### config.mk
export PLATFORM = sky130hd
export DESIGN_NAME = tbird_light_seq
export DESIGN_NICKNAME = d
export VERILOG_FILES = /design/src/rtl/tbird_light_seq.sv
export SDC_FILE = /design/constraint.sdc
export NUM_CORES = 1
export LEC_CHECK = 0
export ABC_AREA = 1
export CORE_MARGIN = 2
export CORE_UTILIZATION = 50
export DETAILED_ROUTE_END_ITERATION = 8
export DONT_BUFFER_PORTS = 1
export MAX_ROUTING_LAYER = met4
export PLACE_DENSITY = 0.68
export SKIP_LAST_GASP = 1
export SLEW_MARGIN = 5
export SYNTH_ARGS = -nofsm -noshare
export SYNTH_HDL_FRONTEND = slang
export SYNTH_SLANG_ARGS = --single-unit
export TNS_END_PERCENT = 5
### constraint.sdc
create_clock -name clk -period 1.55 [get_ports clk]
set_clock_uncertainty 0.1 [all_clocks]
set_input_delay 0.155 -clock clk [delete_from_list [all_inputs] [get_ports clk]]
set_output_delay 0.155 -clock clk [all_outputs]
set_load 0.01 [all_outputs]
### src/rtl/tbird_light_seq.sv
// Thunderbird-style tail-light sequencer with LAMPS lamps per side.
// A built-in divider produces one sequence step every DIV clk cycles. Turn
// requests run a thermometer fill on their side, hazard (or left+right)
// blinks both sides in phase, and brake lights any side that is not
// currently sequencing.
//
// Ports:
//   clk        system clock
//   rst        synchronous, active-high reset
//   left       left turn request (level)
//   right      right turn request (level)
//   hazard     hazard request (level)
//   brake      brake pedal (level)
//   lamps_l    left lamps, bit 0 innermost, registered
//   lamps_r    right lamps, bit 0 innermost, registered
//   step_tick  one-cycle strobe per sequence step, registered
module tbird_light_seq #(
    parameter int unsigned LAMPS = 3,
    parameter int unsigned DIV   = 50000000
) (
    input  logic             clk,
    input  logic             rst,
    input  logic             left,
    input  logic             right,
    input  logic             hazard,
    input  logic             brake,
    output logic [LAMPS-1:0] lamps_l,
    output logic [LAMPS-1:0] lamps_r,
    output logic             step_tick
);

    localparam int unsigned STEP_W = $clog2(LAMPS + 1);
    localparam int unsigned DIV_W  = (DIV > 1) ? $clog2(DIV) : 1;

    localparam logic [DIV_W-1:0]  DIV_LAST  = DIV_W'(DIV - 1);
    localparam logic [STEP_W-1:0] STEP_LAST = STEP_W'(LAMPS);
    localparam logic [STEP_W-1:0] STEP_ONE  = STEP_W'(1);
    localparam logic [LAMPS-1:0]  ALL_ON    = {LAMPS{1'b1}};

    typedef enum logic [1:0] {
        S_IDLE  = 2'd0,
        S_LEFT  = 2'd1,
        S_RIGHT = 2'd2,
        S_HAZ   = 2'd3
    } state_t;

    state_t            state, state_n, req_c;
    logic [STEP_W-1:0] step, step_n;
    logic [DIV_W-1:0]  div_cnt, div_cnt_n;
    logic              tick_c;
    logic [LAMPS-1:0]  lamps_l_n, lamps_r_n;

    // Thermometer code: lowest k bits set.
    function automatic logic [LAMPS-1:0] therm(input logic [STEP_W-1:0] k);
        logic [LAMPS-1:0] t;
        t = '0;
        for (int i = 0; i < int'(LAMPS); i++) begin
            t[i] = (i < int'(k));
        end
        return t;
    endfunction

    // Requested mode; both turn signals together collapse into hazard.
    always_comb begin
        req_c = S_IDLE;
        if (hazard || (left && right)) begin
            req_c = S_HAZ;
        end else if (left) begin
            req_c = S_LEFT;
        end else if (right) begin
            req_c = S_RIGHT;
        end
    end

    assign tick_c = (div_cnt == DIV_LAST);

    // Next-state, step, divider and lamp pattern.
    always_comb begin
        state_n   = state;
        step_n    = step;
        div_cnt_n = tick_c ? '0 : div_cnt + DIV_W'(1);
        lamps_l_n = '0;
        lamps_r_n = '0;

        // A mode change restarts the sequence and the divider immediately.
        if (req_c != state) begin
            state_n   = req_c;
            step_n    = '0;
            div_cnt_n = '0;
        end else if (tick_c) begin
            case (state)
                S_LEFT, S_RIGHT: step_n = (step == STEP_LAST) ? '0 : step + STEP_ONE;
                S_HAZ:           step_n = step ^ STEP_ONE;
                default:         step_n = '0;
            endcase
        end

        // Pattern from the current registered state; brake lights idle sides only.
        case (state)
            S_LEFT: begin
                lamps_l_n = therm(step);
                lamps_r_n = brake ? ALL_ON : '0;
            end
            S_RIGHT: begin
                lamps_l_n = brake ? ALL_ON : '0;
                lamps_r_n = therm(step);
            end
            S_HAZ: begin
                lamps_l_n = step[0] ? ALL_ON : '0;
                lamps_r_n = step[0] ? ALL_ON : '0;
            end
            default: begin
                lamps_l_n = brake ? ALL_ON : '0;
                lamps_r_n = brake ? ALL_ON : '0;
            end
        endcase
    end

    // State, divider and output registers.
    always_ff @(posedge clk) begin
        if (rst) begin
            state     <= S_IDLE;
            step      <= '0;
            div_cnt   <= '0;
            lamps_l   <= '0;
            lamps_r   <= '0;
            step_tick <= 1'b0;
        end else begin
            state     <= state_n;
            step      <= step_n;
            div_cnt   <= div_cnt_n;
            lamps_l   <= lamps_l_n;
            lamps_r   <= lamps_r_n;
            step_tick <= tick_c;
        end
    end

endmodule

==> impl_metrics.env <==
export IMPL_outcome="complete, no violations"
export IMPL_cp_slowest_cell="dfxtp_2"
export IMPL_rsz0062_at_grt="true"
export IMPL_crit_path_end_kind="register"
export IMPL_viasPerCell=4.835
export IMPL_met2RoutedLength_um=1999
export IMPL_setup_ws_ps=50.35
export IMPL_synth_cell_types=23
export IMPL_yosysSeqAreaShare_pct=37.73
export IMPL_fin_crit_sh_pct=96.75
export IMPL_crit_fanout=11
export IMPL_crit_arrival_ps=1580
export IMPL_synth_area_sq_mm=0.001963
export IMPL_postPlaceCellArea_sq_mm=0.002222
export IMPL_rrSetupSlack_ps=50
export IMPL_path_common_cell="nand2_2"
export IMPL_synth_top_area_share_pct=37.73
export IMPL_grt_usage_pct=23.44
export IMPL_nets=330
export IMPL_synth_warnings=0
export IMPL_ant_nets=0
export IMPL_wirelength_um=4308
export IMPL_p_leak_nw=0.8164
export IMPL_setup_viol=0
export IMPL_htreeDepth=2
export IMPL_worstPathRequired_ps=1630
export IMPL_n_antenna_cell=0
export IMPL_slew_headroom_pct=77.03
export IMPL_worst_pin_slew_ps=343.4
export IMPL_min_path_type="input pin to register"
export IMPL_rows=22
export IMPL_post_place_ws_ps=11.05
export IMPL_grt_pass1_vias=1697
export IMPL_drt_pass1_iter_count=4
export IMPL_overflow=0
export IMPL_antenna_found_initial=0
export IMPL_yosysTopAreaCell="dfxtp_1"
export IMPL_clk_path_buf_depth=2
export IMPL_grt_max_degree=12
export IMPL_cts_tree="done"
export IMPL_wl_met3_um=150
export IMPL_gp_congestion=0.9056
export IMPL_die_area_sq_mm=0.004444
export IMPL_utilization_pct=64.68
export IMPL_grt_pass1_wl_um=7465
export IMPL_clock_latency_ps=290
export IMPL_synth_edf_count=0
export IMPL_ys_top_cells_by_area="dfxtp_1, nand2_1, nor2_1"
export IMPL_slew_viol_final=0
export IMPL_die_h_um=66.66
export IMPL_hp_start="left"
export IMPL_ys_ff_latch=37
export IMPL_worst_setup_path_start_kind="register"
export IMPL_peakVddDrop_mv=0.5361
export IMPL_clock_root_buffer="clkbuf_8"
export IMPL_synthFlopType="dfxtp_1"
export IMPL_cpPeakStageDelay_ps=350
export IMPL_postLayoutCellArea_sq_mm=0.002404
export IMPL_fmax_mhz=666.8
export IMPL_start_util_pct=52.83
export IMPL_nFillCells=344
export IMPL_worstPathCellList="ha_4, nand2_2, nor2_4, nand2_2, nor2_4, nand2_2, nand2_4, buf_12, nor2_1"
export IMPL_wl_met1_um=2040
export IMPL_synthCells=280
export IMPL_r2r_cells=9
export IMPL_regToRegStartpoint="div_cnt[1]"
export IMPL_hold_viol_final=0
export IMPL_clock_sinks=37
export IMPL_p_per_area_mw_per_mm2=731.9
export IMPL_pin_count=13
export IMPL_numCtsBuffers=5
export IMPL_port_buffers=0
export IMPL_crit_family="simple AND/OR/NAND/NOR gates"
export IMPL_layout_min_cycle_time_ps=1500
export IMPL_synthArstFlopShare_pct=0
export IMPL_drive_gt1_share_pct=17.72
export IMPL_worstHoldPathCells=6
export IMPL_area_growth_pct=22.43
export IMPL_maxCapViolCount=0
export IMPL_drtIter0Drc=99
export IMPL_whs_ps=200.7
export IMPL_vias=1760
export IMPL_hpwlAfterDp_um=3317
export IMPL_ys_top_cells_by_count="nand2_1, nor2_1, dfxtp_1"
export IMPL_p_total_w=0.001759
export IMPL_critPathKind="register to register"
export IMPL_path_buf_inv=1
export IMPL_drc_errors=0
export IMPL_yosysMostFrequentCell="nand2_1"
export IMPL_highest_layer="met4"
export IMPL_drt_wirelength_per_cell_um=11.84
export IMPL_r2r_end="div_cnt[6]"
export IMPL_dieWidth_um=66.66
export IMPL_synth_nets=294
export IMPL_avgSynthCellArea_sq_um=7.011
export IMPL_coreArea_sq_mm=0.003716
export IMPL_clkTransAtPathRegs_ps=70
export IMPL_hold_path_end="step[1]"
## tightest hold or removal path: cells and delay by family
family                    cells  cell delay (ps)
xor gates and xnor gates      1              130
and+or+nand+nor               5              270
## per-layer routing
layer | vias to the layer above | GRT usage (%)
met5 | - | -
met4 | 0 | 11.73
met3 | 10 | 5.574
met2 | 32 | 37.88
met1 | 778 | 27.22
li1 | 940 | -
## metrics by stage
step / cells / TNS, ps
floorplan: 280 / 0
global placement: 351 / 0
detailed placement: 351 / 0
CTS: 362 / 0
global route: 364 / -952.4
finish: 364 / 0
## logic make-up after synthesis
logic type	after synthesis	synth area share, %
buffers and inverters	25	5.927
flip-flops	37	37.73
adder cells (fa/ha/maj)	8	5.099
XOR/XNOR	15	6.692
AO/OA/AOI/OAI	20	6.182
AND/OR/NAND/NOR	175	38.37
## worst max path at each step
stage	startpoint	to	cells past startpoint
2_1_floorplan	div_cnt[0]	div_cnt[12]	9
3_3_place_gp	div_cnt[0]	div_cnt[5]	9
3_5_place_dp	div_cnt[0]	div_cnt[3]	9
4_1_cts	div_cnt[0]	div_cnt[3]	9
5_1_grt	div_cnt[1]	step[1]	10
6_report	div_cnt[1]	div_cnt[6]	9
## state kept, by name, indices dropped and copies added (netlist names)
signal	flops
lamps_l	3
step	2
step_tick	1
lamps_r	3
state	2
div_cnt	26
## what timing repair did
action	4_1_cts	5_1_grt
buffers inserted	0	1
hold buffers	4	1
endpoints found under the hold margin	11	1
gates resized for setup	1	10
pin swaps	0	5
setup endpoints to repair	3	28
## final cells by class
cell class,instances,area (sq um),share of cell area [%]
Inverter,22,82.58,3.436
Tap cell,48,60.06,2.499
Timing Repair Buffer,32,290.3,12.08
Sequential cell,37,743.2,30.92
Clock buffer,7,86.33,3.592
Multi-Input combinational cell,218,1141,47.47
## power breakdown
group	switching, W	total, W	internal, W
combinational	0.0000522	0.000101	0.0000490
clock	0.000325	0.000678	0.000353
sequential	0.0000147	0.000980	0.000966
total	0.000392	0.00176	0.00137
## layout by cell type, fill, tap and decap left out, types with 4 or more instances in the layout
cell type / instances
nand3_1: 13
clkbuf_8: 6
nor2_4: 5
dfxtp_1: 35
nor2_2: 6
inv_1: 22
xor2_1: 8
ha_1: 7
a21oi_1: 11
nand2_1: 74
a21oi_2: 4
buf_4: 24
dlygate4sd3_1: 5
xnor2_1: 7
nand3b_1: 4
nor2_1: 62
Note: power is estimated with default switching activity, not from simulation.
